### src/rtl/read_fmps_test_link.sv
// Receive-side checker for 2-beat FMPS test packets (header, data) on the Aurora user clock.
// Optional build macro SEQUENCE_CHECK_EN adds cycle/index continuity checks between good packets.
module read_fmps_test_link #(
  parameter logic [15:0] HEADER_MAGIC     = 16'hB6CF,
  parameter logic [15:0] DATA_PATTERN     = 16'hCACA,
  parameter int          FMPS_INDEX_WIDTH = 5,
  parameter int          ERR_COUNT_WIDTH  = 16
) (
  input  logic                       auroraUserClk,
  input  logic                       auroraReset_n,
  input  logic                       auroraChannelUp,
  input  logic [31:0]                FMPS_TEST_AXI_STREAM_RX_tdata,
  input  logic                       FMPS_TEST_AXI_STREAM_RX_tvalid,
  input  logic                       FMPS_TEST_AXI_STREAM_RX_tlast,
  output logic                       FMPS_TEST_AXI_STREAM_RX_tready,
  input  logic                       clearCounters,
  output logic                       statusStrobe,
  output logic [1:0]                 statusCode,
  output logic [4:0]                 rxFmpsIndex,
  output logic [7:0]                 rxFAcycle,
  output logic [31:0]                goodCount,
  output logic [ERR_COUNT_WIDTH-1:0] errorCount,
  output logic [1:0]                 dbgState
);

  if (FMPS_INDEX_WIDTH != 5) begin : gBadIndexWidth
    $error("read_fmps_test_link: only FMPS_INDEX_WIDTH = 5 is supported");
  end

  typedef enum logic [1:0] {
    WAIT_HEADER = 2'd0,
    WAIT_DATA   = 2'd1,
    DISCARD     = 2'd2
  } state_t;

  typedef enum logic [1:0] {
    CODE_OK      = 2'd0,
    CODE_HEADER  = 2'd1,
    CODE_DATA    = 2'd2,
    CODE_FRAMING = 2'd3
  } code_t;

  state_t state, stateNext;
  code_t  code;
  logic   beat, decide, latchHdr, goodData, reseed, seqFail;
  logic [4:0] hdrIndex;

  wire [31:0] tdata    = FMPS_TEST_AXI_STREAM_RX_tdata;
  wire        tlast    = FMPS_TEST_AXI_STREAM_RX_tlast;
  wire [4:0]  dIndex   = tdata[28:24];
  wire [7:0]  dCycle   = tdata[7:0];
  wire        hdrBad   = (tdata[31:16] != HEADER_MAGIC) || !tdata[15];
  wire        dataBad  = (tdata[31:29] != 3'b000) || (dIndex != hdrIndex) ||
                         (tdata[23:8] != DATA_PATTERN);

  assign FMPS_TEST_AXI_STREAM_RX_tready = auroraChannelUp;
  assign beat     = FMPS_TEST_AXI_STREAM_RX_tvalid && auroraChannelUp;
  assign dbgState = state;

`ifdef SEQUENCE_CHECK_EN
  // Continuity is only meaningful once a good packet has seeded the reference.
  logic seeded;
  always_comb begin
    seqFail = 1'b0;
    if (seeded) begin
      if (dCycle != rxFAcycle && dCycle != rxFAcycle + 8'd1)
        seqFail = 1'b1;
      else if (dCycle == rxFAcycle && dIndex != rxFmpsIndex + 5'd1)
        seqFail = 1'b1;
    end
  end
`else
  assign seqFail = 1'b0;
`endif

  always_comb begin
    // NOTE: every output of this block gets a default first, so no path can infer a latch.
    stateNext = state;
    decide    = 1'b0;
    code      = CODE_OK;
    latchHdr  = 1'b0;
    goodData  = 1'b0;
    reseed    = 1'b0;
    if (!auroraChannelUp) begin
      stateNext = WAIT_HEADER;
    end else if (beat) begin
      unique case (state)
        WAIT_HEADER: begin
          if (tlast) begin
            decide = 1'b1;
            code   = CODE_FRAMING;
          end else if (hdrBad) begin
            decide    = 1'b1;
            code      = CODE_HEADER;
            stateNext = DISCARD;
          end else begin
            latchHdr  = 1'b1;
            stateNext = WAIT_DATA;
          end
        end
        WAIT_DATA: begin
          decide = 1'b1;
          if (!tlast) begin
            code      = CODE_FRAMING;
            stateNext = DISCARD;
          end else begin
            stateNext = WAIT_HEADER;
            if (dataBad) begin
              code = CODE_DATA;
            end else if (seqFail) begin
              code   = CODE_DATA;
              reseed = 1'b1;
            end else begin
              goodData = 1'b1;
            end
          end
        end
        DISCARD: if (tlast) stateNext = WAIT_HEADER;
        default: stateNext = WAIT_HEADER;
      endcase
    end
  end

  // NOTE: state registers use non-blocking assignments so every flop samples pre-edge values.
  always_ff @(posedge auroraUserClk or negedge auroraReset_n) begin
    if (!auroraReset_n) begin
      state        <= WAIT_HEADER;
      hdrIndex     <= '0;
      statusStrobe <= 1'b0;
      statusCode   <= '0;
      rxFmpsIndex  <= '0;
      rxFAcycle    <= '0;
      goodCount    <= '0;
      errorCount   <= '0;
    end else begin
      state        <= stateNext;
      statusStrobe <= decide;
      if (decide)   statusCode <= code;
      if (latchHdr) hdrIndex   <= tdata[14:10];
      if (goodData || reseed) begin
        rxFmpsIndex <= dIndex;
        rxFAcycle   <= dCycle;
      end
      if (clearCounters) begin
        goodCount  <= '0;
        errorCount <= '0;
      end else if (decide) begin
        if (code == CODE_OK)     goodCount  <= goodCount + 32'd1;
        else if (errorCount != '1) errorCount <= errorCount + 1'b1;
      end
    end
  end

`ifdef SEQUENCE_CHECK_EN
  always_ff @(posedge auroraUserClk or negedge auroraReset_n) begin
    if (!auroraReset_n)        seeded <= 1'b0;
    else if (!auroraChannelUp) seeded <= 1'b0;
    else if (goodData)         seeded <= 1'b1;
  end
`endif

endmodule

### config.mk
export PLATFORM = sky130hd
export DESIGN_NAME = read_fmps_test_link
export DESIGN_NICKNAME = d
export VERILOG_FILES = /design/src/rtl/read_fmps_test_link.sv
export SDC_FILE = /design/constraint.sdc
export NUM_CORES = 1
export LEC_CHECK = 0
export BUFFER_PORTS_ARGS = -buffer_cell sky130_fd_sc_hd__buf_2
export CELL_PAD_IN_SITES_DETAIL_PLACEMENT = 0
export CELL_PAD_IN_SITES_GLOBAL_PLACEMENT = 1
export CORE_ASPECT_RATIO = 1.75
export CORE_MARGIN = 2
export CORE_UTILIZATION = 30
export CTS_BUF_LIST = sky130_fd_sc_hd__clkbuf_2 sky130_fd_sc_hd__clkbuf_4 sky130_fd_sc_hd__clkbuf_8
export CTS_CLUSTER_DIAMETER = 200
export DETAILED_ROUTE_END_ITERATION = 10
export GPL_TIMING_DRIVEN = 0
export HOLD_SLACK_MARGIN = 0.05
export PLACE_DENSITY_LB_ADDON = 0.1
export SLEW_MARGIN = 20
export SYNTH_ARGS = -nofsm -noshare
export SYNTH_HDL_FRONTEND = slang
export SYNTH_SLANG_ARGS = --single-unit
### constraint.sdc
create_clock -name auroraUserClk -period 3.1 [get_ports auroraUserClk]
set_input_delay 0.155 -clock auroraUserClk [delete_from_list [all_inputs] [get_ports auroraUserClk]]
set_output_delay 0.155 -clock auroraUserClk [all_outputs]
set_load 0.01 [all_outputs]
# Yosys cells after proc, flatten, opt, wreduce, memory -nomap -nowiden
# Cells that the tools add are included.
totals:
  reg_bits: 71
  inputBits: 38
  output_inout_bits: 67
  word_cells: 70
classes:
  addsub: 2
  eq_ne: 10
  muxes: 36
  n_reduce_logical: 14
op_table:
  columns: ["op", "count"]
  rows:
  - ["two-way mux 32 bit", 3]
  - ["two-way mux 16 bit", 4]
  - ["!= test 16 bit, second input constant", 3]
  - ["adder 32 x 1 -> 32 bit, second input constant", 1]
  - ["two-way mux 2 bit", 11]
  - ["adder 16 x 1 -> 16 bit, second input constant", 1]
  - ["two-way mux 1 bit", 15]
  - ["!= test 3 bit, second input constant", 2]
  - ["case mux 2 bit (3 select lines)", 1]
  - ["AND reduction 3 bit", 2]
  - ["nonzero test 2 bit", 3]
  - ["!= test 5 bit", 1]
  - ["zero test 2 bit", 2]
  - ["case mux 2 bit (2 select lines)", 1]
  - ["logical OR 1 bit", 3]
  - ["nonzero test 3 bit", 1]
  - ["equality test 2 x 1 -> 1 bit, second input constant", 1]
  - ["equality test 2 bit, second input constant", 1]
  - ["!= test 2 x 1 -> 1 bit, second input constant", 1]
  - ["!= test 2 bit, second input constant", 1]
  - ["case mux 1 bit (2 select lines)", 1]
  - ["AND reduction 2 bit", 1]
  - ["logical AND 1 bit", 1]
  - ["zero test 1 bit", 1]

# Longest topological paths before layout
# Gate-level depths: netlist of the first run.
logic_depth:
  word_depth: 12
  ltp_mapped: 8
  depth_no_buf: 7

# Worst setup path before layout of the first run
# No wires, ideal clock.
synth_path:
  path_type: "input to register"
  startpoint: "input FMPS_TEST_AXI_STREAM_RX_tdata[8]"
  endpoint: "register goodCount[26]"
  setup_ns: 0.078
  arrival_time_ns: 2.508
  required_ns: 3.022
  setup_slack_ns: 0.514
  path_stages: 8
  n_path_buf: 2
  path_cell_list: "or4b_1 > or4_1 > or3_4 > buf_6 > a31o_1 > buf_6 > or4_1 > a21oi_1"
synth_via:
  elab_chain_cells: 10
synth_rtl:
  columns: ["item", "line_no", "text"]
  rows:
  - ["start: declaration", "12", "input logic [31:0] FMPS_TEST_AXI_STREAM_RX_tdata,"]
  - ["!= test 16 bit", "54", "(tdata[23:8] != DATA_PATTERN);"]
  - ["logical OR 1 bit", "53", "wire dataBad = (tdata[31:29] != 3'b000) || (dIndex != hdrIndex) ||"]
  - ["two-way mux 2 bit", "108", "if (dataBad) begin"]
  - ["two-way mux 2 bit", "103", "if (!tlast) begin"]
  - ["case mux 2 bit (2 select lines)", "87", "unique case (state)"]
  - ["two-way mux 2 bit", "86", "end else if (beat) begin"]
  - ["two-way mux 2 bit", "84", "if (!auroraChannelUp) begin"]
  - ["zero test 2 bit", "148", "if (code == CODE_OK) goodCount <= goodCount + 32'd1;"]
  - ["nonzero test 2 bit (no line)", null, null]
  - ["AND reduction 2 bit (no line)", null, null]
  - ["end signal: assignment", "148", null]
  - ["end: declaration", "21", "output logic [31:0] goodCount,"]
# No other way between the ends.
# A chain may end at the register's enable or synchronous reset.

# Final worst setup path of the first run
layout_path:
  startpoint: "register state[0] (netlist: dbgState[0])"
  endpoint: "register errorCount[1]"
layout_via:
  elab_chain_cells: 7
  elab_cells_between_ends: 12
  classes_between: "eq/ne: 2; mux: 6; reduce/logical: 4"
layout_rtl:
  columns: ["item", "line_no", "text"]
  rows:
  - ["start: declaration", "43", "state_t state, stateNext;"]
  - ["start signal: assignment", "136", "state <= stateNext;"]
  - ["equality test 2 x 1 -> 1 bit or zero test 2 bit (tied branches)", "87", null]
  - ["case mux 2 bit (2 select lines)", "87", null]
  - ["two-way mux 2 bit", "86", null]
  - ["two-way mux 2 bit", "84", null]
  - ["zero test 2 bit", "148", null]
  - ["!= test 2 bit (no line)", null, null]
  - ["AND reduction 3 bit (no line) *", null, null]
  - ["end signal: assignment", "149", "else if (errorCount != '1) errorCount <= errorCount + 1'b1;"]
  - ["end: declaration", "22", "output logic [ERR_COUNT_WIDTH-1:0] errorCount,"]
# Every way passes the cells marked *; elsewhere a longest branch is shown, timed or not.

==> results.json, run 1 <==
{
  "status": "completed",
  "hold_viol_final": 0,
  "finalSetupViolCount": 0,
  "clock_sinks": 71,
  "diodes": 0,
  "critPathCaptureType": "flop",
  "clock.fmax_mhz": 354,
  "clock_path_buffers": 2,
  "route.met2.wl_mm": 6.32,
  "hpwl_mm": 8.42,
  "cpMostUsedCell": "buf_2",
  "totalWireLength_mm": 11.1,
  "avgSynthCellArea_sq_um": 10.0,
  "nNetsFinal": 533,
  "htreeDepth": 3,
  "rrSetupSlack_ns": 0.27,
  "drive_gt1_frac": 0.311,
  "grt_pass1_vias": 3402,
  "p_int_mw": 1.47,
  "hold_slack_ns": 0.0791,
  "die_h_microns": 151,
  "initial_core_util": 0.307,
  "drc": 0,
  "clk_latency_ns": 0.35,
  "wl_met1_mm": 4.26,
  "p_leak_nw": 2.22,
  "cts_made_buffers": 9,
  "maxSlewViolCount": 0,
  "max_stage_delay_ns": 0.53,
  "startpoint": "dbgState[0]",
  "ys_ff_latch": 71,
  "critPathMaxFanout": 10,
  "cts_setup_buffers": 0,
  "viasPerCell": 5.02,
  "p_clk_frac": 0.441,
  "num-fill-cells": 1304,
  "clk_pin_slew_worst_paths_ns": 0.08,
  "worstSetupPathType": "flop to flop",
  "first_pass_iters": 4,
  "seq_area_frac_synth": 0.479,
  "antenna_found_initial": 0,
  "critPathCapture": "errorCount[1]",
  "yosys.area.top_type": "dfrtp_1",
  "power_frac_comb": 0.072,
  "netlist_area_sq_um": 3710,
  "tritoncts": "done",
  "grt_overflow": 0,
  "regToRegEndpoint": "errorCount[1]",
  "gp_congestion": 0.782,
  "areaGrowthSynthToFinish_pct": 29.0,
  "hp-class": "primary input to flop",
  "fin_crit_sh": 0.912,
  "slew_headroom": 0.535,
  "rsz0062_at_grt": "false",
  "die_w_microns": 88.0,
  "arrival_ns": 3.10,
  "period_needed_ns": 2.83,
  "yosys-top-cells-area": "dfrtp_1 (48%), mux2_2 (7.3%), xnor2_1 (4.0%)",
  "dieArea_sq_um": 13300,
  "root_buffer": "clkbuf_8",
  "dr_total_vias": 3330,
  "path_cells": "nand2_1 > or4_1 > or3_4 > a31oi_2 > buf_2 > buf_2 > o21ai_0 > a21oi_1",
  "synth_top_cell_area_share": 0.479,
  "drt_first_iter_violations": 121,
  "tightest_slew_ns": 0.691,
  "synthArstFlopShare": 1.00,
  "wl_met3_microns": 345,
  "wl_per_cell_microns": 16.7,
  "port_buffers": 103,
  "grt_first_pass_wirelength_mm": 17.7,
  "p_seq_frac": 0.487,
  "grt_use_total": 0.174,
  "rows": 53,
  "drtAntennaViolNets": 0,
  "synthCells": 369,
  "ys.flop_type": "dfrtp_1",
  "highest_layer": "met4",
  "powerDensity_nw_per_um2": 402,
  "drv_cap": 0,
  "final_core_util": 0.396,
  "boundaryPins": 105,
  "synth_edf_count": 0,
  "p_sw_mw": 0.455,
  "cp_slowest_cell": "or4_1",
  "switching_share": 0.237,
  "grt_max_degree": 49,
  "finClkSkew_ns": 0.00834,
  "rr_worst_depth": 8,
  "core-area_sq_um": 12100,
  "yosysUniqueCellTypes": 46,
  "critPathLaunchType": "flop",
  "ir_drop_mv": 0.225,
  "power.total_mw": 1.92,
  "yosysWarnings": 0,
  "syn-num-nets": 409,
  "reg2reg_from": "dbgState[0]",
  "worstPathRequired_ns": 3.37
}
==> synth_stat cells (3+ instances only) <==
cell type and n:
a21oi_1 19, nand4_1 14, nor3_1 7, dfrtp_1 71, nand3_1 21, clkbuf_1 12
and3_1 10, inv_1 12, nor2_1 37, o21ai_0 3, xnor2_1 17, or4_1 15
and4_1 5, mux2_2 24, xor2_1 13, nor4_1 14, nor2b_1 8, o31ai_1 13
nand2_1 19
==> flip-flops by register name (all words and copies together) (netlist names) <==
register	flops
dbgState	2
errorCount	16
goodCount	32
hdrIndex	5
rxFAcycle	8
rxFmpsIndex	5
statusCode	2
statusStrobe	1
==> worst max-delay path, delay by kind of cell, from the launching register on <==
kind                   cells  cell delay (ns)
buffers and inverters      2             0.56
DFF                        1             0.44
AOI/OAI and AO/OA          3             0.67
and+or+nand+nor            3             1.08
==> cell usage in the layout, fill, tap and decap left out, types with 3 or more instances in the layout <==
cell type,instances
inv_1,12
nor2_1,37
dlygate4sd3_1,9
nand4_1,14
nand2_1,19
nor4_1,14
clkbuf_1,12
o31ai_1,13
or4_1,15
a21oi_1,19
xor2_1,13
xnor2_1,17
nor3_1,7
nor2b_1,8
nand3_1,21
dfrtp_1,71
o21ai_0,3
buf_2,104
clkbuf_8,10
and4_1,5
and3_1,10
mux2_2,24
==> cell type report <==
| cell class | count | area [sq um] | area share |
|---|---|---|---|
| Tap cell | 165 | 206 | 0.0432 |
| Buffer | 17 | 85.1 | 0.0178 |
| Multi-Input combinational cell | 269 | 1810 | 0.378 |
| Inverter | 12 | 45.0 | 0.00942 |
| Clock buffer | 11 | 145 | 0.0304 |
| Sequential cell | 71 | 1780 | 0.372 |
| Timing Repair Buffer | 113 | 636 | 0.133 |
| Clock inverter | 5 | 81.3 | 0.0170 |
==> worst min-delay path by stage <==
stage,end,from,cells after the start
2_1_floorplan,dbgState[0],auroraReset_n,0
3_3_place_gp,rxFAcycle[4],FMPS_TEST_AXI_STREAM_RX_tdata[4],2
3_5_place_dp,errorCount[3],auroraReset_n,1
4_1_cts,hdrIndex[1],FMPS_TEST_AXI_STREAM_RX_tdata[11],2
5_1_grt,hdrIndex[1],FMPS_TEST_AXI_STREAM_RX_tdata[11],2
6_report,hdrIndex[1],FMPS_TEST_AXI_STREAM_RX_tdata[11],2
==> power groups by stage <==
stage | clock (mW) | sequential [mW] | combinational [mW]
2_1_floorplan | 0 | 0.956 | 0.0475
3_5_place_dp | 0 | 0.955 | 0.132
6_report | 0.848 | 0.936 | 0.137
4_1_cts | 0.883 | 0.936 | 0.141
5_1_grt | 0.922 | 0.937 | 0.154
3_3_place_gp | 0 | 0.955 | 0.126
==> through the flow <==
step | setup TNS [ns] | cells | area (sq um) | setup WS (ns)
floorplan | 0 | 369 | 3710 | 0.514
global placement | -1.09 | 637 | 4430 | -0.131
detailed placement | -0.428 | 638 | 4460 | -0.0660
CTS | 0 | 663 | 4770 | 0.0633
global route | 0 | 663 | 4780 | 0.0831
finish | 0 | 663 | 4780 | 0.271
==> kinds of logic after synthesis <==
logic type / after synthesis / synth area share
multiplexers: 25 / 0.0756
buffers and inverters: 29 / 0.0351
XOR/XNOR: 30 / 0.0709
AO/OA/AOI/OAI: 45 / 0.0793
AND/OR/NAND/NOR: 167 / 0.253
flip-flops: 71 / 0.479
adder cells (fa/ha/maj): 2 / 0.00675
==> timing repair <==
action / in CTS / in global routing
hold buffers: 9 / 0
resized for setup: 0 / 1
hold endpoints to repair: 31 / 0
endpoints found under the setup margin: 0 / 10
==> metal layers <==
metal,track usage,up-vias
met2,0.333,75
li1,-,1597
met5,0,-
met3,0.0289,12
met4,0.0515,0
met1,0.190,1646
(Power assumes the default switching activity.)
==> inputs of run 2 (changes only) <==
--- a/config.mk
+++ b/config.mk
@@ -6,8 +6,6 @@
 export NUM_CORES = 1
 export LEC_CHECK = 0
 export BUFFER_PORTS_ARGS = -buffer_cell sky130_fd_sc_hd__buf_2
-export CELL_PAD_IN_SITES_DETAIL_PLACEMENT = 0
-export CELL_PAD_IN_SITES_GLOBAL_PLACEMENT = 1
 export CORE_ASPECT_RATIO = 1.75
 export CORE_MARGIN = 2
 export CORE_UTILIZATION = 30
@@ -16,7 +14,6 @@
 export DETAILED_ROUTE_END_ITERATION = 10
 export GPL_TIMING_DRIVEN = 0
 export HOLD_SLACK_MARGIN = 0.05
-export PLACE_DENSITY_LB_ADDON = 0.1
 export SLEW_MARGIN = 20
 export SYNTH_ARGS = -nofsm -noshare
 export SYNTH_HDL_FRONTEND = slang
==> run 2 against run 1 <==
  * Non-clock buffer count unchanged
  * Worst hold slack got worse by 0.0071 ns
  * Clock power down 20%
  * Sequential cell count unchanged
  * Maximum frequency rose by 3.0%
  * Highest routed layer unchanged
==> results.json, run 2 (synthesized netlist as in run 1, its figures left out) <==
{
  "reg_top3": "goodCount: 32 flops, errorCount: 16 flops, rxFAcycle: 8 flops",
  "cts_setup_buffers": 0,
  "initial_core_util": 0.307,
  "largest_reg_flops": 32,
  "slew_headroom": 0.524,
  "clock_path_buffers": 2,
  "min_delay_path_depth": 2,
  "die_w_microns": 88.0,
  "drc": 0,
  "fin_ws_ns": 0.353,
  "final_core_util": 0.391,
  "tritoncts": "done",
  "drtAntennaViolNets": 0,
  "core-area_sq_um": 12100,
  "p_leak_nw": 2.19,
  "drive_gt1_frac": 0.308,
  "hp-class": "primary input to flop",
  "port_buffers": 103,
  "wl_per_cell_microns": 15.6,
  "power.total_mw": 1.75,
  "worstPathRequired_ns": 3.38,
  "grt_use_total": 0.165,
  "grt_pass1_vias": 3470,
  "status": "completed",
  "worstSetupPathType": "flop to flop",
  "path_cells": "nand2_1 > or4_1 > or3_4 > a31oi_2 > buf_2 > buf_2 > o31ai_1 > a21oi_1",
  "tightest_slew_ns": 0.708,
  "period_needed_ns": 2.75,
  "finalSetupTns_ns": 0,
  "cts_made_buffers": 9,
  "areaGrowthSynthToFinish_pct": 27.3,
  "critPathMaxFanout": 10,
  "diodes": 0,
  "clock.fmax_mhz": 364,
  "min_to": "hdrIndex[2]",
  "nNetsFinal": 533,
  "htreeDepth": 3,
  "regMostFlops": "goodCount",
  "hold_viol_final": 0,
  "critPathLaunchType": "flop",
  "root_buffer": "clkbuf_8",
  "rows": 53,
  "grt_first_pass_wirelength_mm": 17.0,
  "hold_start": "FMPS_TEST_AXI_STREAM_RX_tdata[12]",
  "totalWireLength_mm": 10.3,
  "critPathCaptureType": "flop",
  "maxSlewViolCount": 0,
  "grt_max_degree": 41,
  "finalSetupViolCount": 0,
  "antenna_found_initial": 0,
  "rr_worst_depth": 8,
  "layout_commonest_cell": "buf_2",
  "clk_pin_slew_worst_paths_ns": 0.08,
  "dieArea_sq_um": 13300,
  "cp.buffers_inverters": 2,
  "hold_slack_ns": 0.0720,
  "postPlaceCellArea_sq_um": 4450,
  "rrSetupSlack_ns": 0.35,
  "powerDensity_nw_per_um2": 371,
  "place_inst": 638,
  "final_cell_mix": "buf_2 (104), dfrtp_1 (71), nor2_1 (37)",
  "boundaryPins": 105,
  "design_area_sq_um": 4720,
  "rsz0062_at_grt": "false",
  "fin_crit_sh": 0.886,
  "hpwl_mm": 7.88,
  "max_stage_delay_ns": 0.52,
  "clk_latency_ns": 0.35,
  "pre_cts_ws_ns": 0.0700,
  "ir_drop_mv": 0.173,
  "grt_overflow": 0,
  "post_layout_nonfiller_instances": 661,
  "dr_total_vias": 3355,
  "arrival_ns": 3.02,
  "gp_congestion": 0.798,
  "finClkSkew_ns": 0.0124,
  "drv_cap": 0,
  "drt_first_iter_violations": 119,
  "viasPerCell": 5.08,
  "first_pass_iters": 4,
  "cpLargestDelayFamily": "simple AND/OR/NAND/NOR gates",
  "cp_slowest_cell": "or4_1",
  "clock_sinks": 71,
  "reg2reg_from": "dbgState[0]",
  "regToRegEndpoint": "errorCount[3]",
  "die_h_microns": 151,
  "cpMostUsedCell": "buf_2"
}
run 2: changes by cell type in the layout (fill, tap and decap cells not counted):
cell and delta:
buf_12 +1, bufinv_16 -2, clkbuf_4 +1, clkinv_4 -1, buf_16 -1, clkinvlp_4 -1
clkbuf_8 +1
run 2: worst reg2reg max path: stages (launching register included):
cell	delay, ns
dfrtp_1	0.44
nand2_1	0.14
or4_1	0.52
or3_4	0.41
a31oi_2	0.38
buf_2	0.28
buf_2	0.24
o31ai_1	0.12
a21oi_1	0.15
run 2: per-layer routing:
layer / routed length (microns) / track usage / vias to the layer above / part of all wire
met3: 467 / 0.0360 / 14 / 0.045
met5: 0 / 0 / - / 0
met4: 207 / 0.0682 / 0 / 0.020
met2: 5640 / 0.298 / 80 / 0.55
met1: 4030 / 0.182 / 1660 / 0.39
li1: - / - / 1601 / -
run 2: report_power, final:
group	total, mW	internal (mW)	leakage (nW)	switching (mW)
logic	0.133	0.0513	1.12	0.0814
registers	0.936	0.931	0.983	0.00551
clock network	0.680	0.343	0.0922	0.337
run 2: timing repair:
item                                    in CTS  in global routing
endpoints found under the hold margin       39                  0
hold buffers                                 9                  0
endpoints found under the setup margin       0                  6
resized for setup                            0                  1
run 2: worst max path at each step:
stage	cells past startpoint	endpoint	from
after global routing	7	goodCount[3]	dbgState[0]
after global placement	9	errorCount[1]	FMPS_TEST_AXI_STREAM_RX_tdata[10]
final	8	errorCount[3]	dbgState[0]
after floorplan	8	goodCount[26]	FMPS_TEST_AXI_STREAM_RX_tdata[8]
after detailed placement	9	errorCount[3]	FMPS_TEST_AXI_STREAM_RX_tdata[10]
after CTS	8	errorCount[3]	dbgState[0]
run 2: cell type report:
| cell class | count | area [sq um] |
|---|---|---|
| Multi-Input combinational cell | 269 | 1810 |
| Sequential cell | 71 | 1780 |
| Fill cell | 1269 | 7350 |
| Tap cell | 165 | 206 |
| Buffer | 17 | 85.1 |
| Clock inverter | 1 | 5.00 |
| Timing Repair Buffer | 113 | 628 |
| Inverter | 12 | 45.0 |
| Clock buffer | 13 | 166 |
==> inputs of run 3 (changes only) <==
--- a/config.mk
+++ b/config.mk
@@ -6,6 +6,8 @@
 export NUM_CORES = 1
 export LEC_CHECK = 0
 export BUFFER_PORTS_ARGS = -buffer_cell sky130_fd_sc_hd__buf_2
+export CELL_PAD_IN_SITES_DETAIL_PLACEMENT = 1
+export CELL_PAD_IN_SITES_GLOBAL_PLACEMENT = 2
 export CORE_ASPECT_RATIO = 1.75
 export CORE_MARGIN = 2
 export CORE_UTILIZATION = 30
@@ -14,6 +16,7 @@
 export DETAILED_ROUTE_END_ITERATION = 10
 export GPL_TIMING_DRIVEN = 0
 export HOLD_SLACK_MARGIN = 0.05
+export PLACE_DENSITY_LB_ADDON = 0.1
 export SLEW_MARGIN = 20
 export SYNTH_ARGS = -nofsm -noshare
 export SYNTH_HDL_FRONTEND = slang
==> run 3 against run 2 <==
  * Critical path depth did not move
  * Worst hold slack improved by 0.0078 ns
  * Clock skew shrank 0.0037 ns
  * Via count is 1.3% higher
  * Utilization grew 0.48 points
  * Non-clock buffer count stayed put
  * Cell area rose by 1.2%
  * Sequential cell count unchanged
  * Register-to-register slack got worse by 0.14 ns
  * Power is 9.4% higher
  * Critical path type unchanged
  * Largest cell class unchanged
==> results.json, run 3 (synthesized netlist as in run 1, its figures left out) <==
{
  "grt_overflow": 0,
  "finalSetupViolCount": 0,
  "p_leak_nw": 2.22,
  "status": "completed",
  "dr_total_vias": 3400,
  "design_area_sq_um": 4780,
  "maxSlewViolCount": 0,
  "critPathLaunchType": "flop",
  "hold_viol_final": 0,
  "p_int_mw": 1.46,
  "switching_share": 0.239,
  "drive_gt1_frac": 0.311,
  "p_sw_mw": 0.458,
  "die_w_microns": 88.0,
  "ir_drop_mv": 0.175,
  "p_clk_frac": 0.438,
  "path_cells": "nand2_1 > or4_1 > or3_4 > a31oi_2 > buf_2 > buf_2 > o21ai_0 > a21oi_1",
  "drtAntennaViolNets": 0,
  "grt_max_degree": 41,
  "dieArea_sq_um": 13300,
  "clock_path_buffers": 2,
  "final_cell_mix": "buf_2 (104), dfrtp_1 (71), nor2_1 (37)",
  "port_buffers": 103,
  "clock_sinks": 71,
  "worstPathRequired_ns": 3.38,
  "totalWireLength_mm": 11.5,
  "critPathMaxFanout": 10,
  "slew_headroom": 0.555,
  "finClkSkew_ns": 0.00878,
  "pre_cts_ws_ns": -0.134,
  "p_seq_frac": 0.489,
  "layout_commonest_cell": "buf_2",
  "clk_pin_slew_worst_paths_ns": 0.08,
  "fin_crit_sh": 0.931,
  "regMostFlops": "goodCount",
  "drt_first_iter_violations": 79,
  "die_h_microns": 151,
  "htreeDepth": 3,
  "cts_setup_buffers": 0,
  "clk_latency_ns": 0.35,
  "period_needed_ns": 2.89,
  "initial_core_util": 0.307,
  "antenna_found_initial": 0,
  "gp_congestion": 0.772,
  "areaGrowthSynthToFinish_pct": 28.9,
  "powerDensity_nw_per_um2": 401,
  "rsz0062_at_grt": "false",
  "root_buffer": "clkbuf_8",
  "wl_per_cell_microns": 17.3,
  "drc": 0,
  "diodes": 0,
  "power_frac_comb": 0.073,
  "cp_slowest_cell": "or4_1",
  "worstSetupPathType": "flop to flop",
  "cts_made_buffers": 9,
  "grt_first_pass_wirelength_mm": 19.0,
  "rows": 53,
  "drv_cap": 0,
  "first_pass_iters": 4,
  "cpMostUsedCell": "buf_2",
  "boundaryPins": 105,
  "largest_reg_flops": 32,
  "core-area_sq_um": 12100,
  "nNetsFinal": 533,
  "postPlaceCellArea_sq_um": 4460,
  "rrSetupSlack_ns": 0.21,
  "critPathCaptureType": "flop",
  "clock.fmax_mhz": 346,
  "grt_pass1_vias": 3721,
  "hp-class": "primary input to flop",
  "tightest_slew_ns": 0.667,
  "reg_top3": "goodCount: 32 flops, errorCount: 16 flops, rxFAcycle: 8 flops",
  "arrival_ns": 3.16,
  "grt_use_total": 0.184,
  "hpwl_mm": 8.70,
  "fin_ws_ns": 0.213,
  "tritoncts": "done",
  "max_stage_delay_ns": 0.54,
  "viasPerCell": 5.13
}
run 3: metal layers:
layer	global-route usage	share of wire	wire [microns]	vias to the layer above
li1	-	-	-	1600
met3	0.0343	0.040	457	16
met2	0.355	0.57	6520	80
met4	0.0629	0.019	214	0
met1	0.195	0.37	4290	1704
met5	0	0	0	-
run 3: critical path: cells and delay by family, from the launching register on:
kind,cells,cell delay [ns]
compound gates,3,0.69
buf+inv,2,0.58
flops,1,0.44
simple gates,3,1.10
run 3: worst paths after layout:
kind,startpoint,to,cells past startpoint
max,dbgState[0],errorCount[1],8
min,auroraChannelUp,dbgState[0],2
max reg2reg,dbgState[0],errorCount[1],8
min reg2reg,rxFmpsIndex[0],rxFmpsIndex[0],1
max in group asynchronous,auroraReset_n,goodCount[12],3
min in group asynchronous,auroraReset_n,errorCount[2],2
run 3: area by class of cell:
| type | instances | area, sq um |
|---|---|---|
| fill | 1441 | 7290 |
| multi-input combinational | 269 | 1810 |
| buffer | 17 | 85.1 |
| timing repair buffer | 113 | 636 |
| inverter | 12 | 45.0 |
| tap | 165 | 206 |
| sequential | 71 | 1780 |
| clock buffer | 10 | 138 |
| clock inverter | 6 | 83.8 |
run 3: power groups by stage:
| stage | Combinational, mW | Clock, mW | Sequential [mW] |
|---|---|---|---|
| after global routing | 0.154 | 0.909 | 0.937 |
| after CTS | 0.144 | 0.873 | 0.936 |
| after floorplan | 0.0475 | 0 | 0.956 |
| after detailed placement | 0.134 | 0 | 0.955 |
| final | 0.139 | 0.838 | 0.936 |
| after global placement | 0.128 | 0 | 0.954 |
run 3: repair_timing:
item,CTS,global route
hold endpoints to repair,39,0
hold buffers,9,0
gates resized for setup,1,0
setup endpoints to repair,2,0
run 3: per-stage QoR:
stage | hold slack (ns) | TNS, ns | power [mW] | cells | utilization
after CTS | 0.0638 | 0 | 1.95 | 663 | 0.396
after global routing | 0.0668 | 0 | 2.00 | 663 | 0.396
after floorplan | -0.141 | 0 | 1.00 | 369 | -
after global placement | 0.387 | -1.58 | 1.08 | 637 | 0.367
final | 0.0798 | 0 | 1.91 | 663 | 0.396
after detailed placement | 0.144 | -1.29 | 1.09 | 638 | 0.369
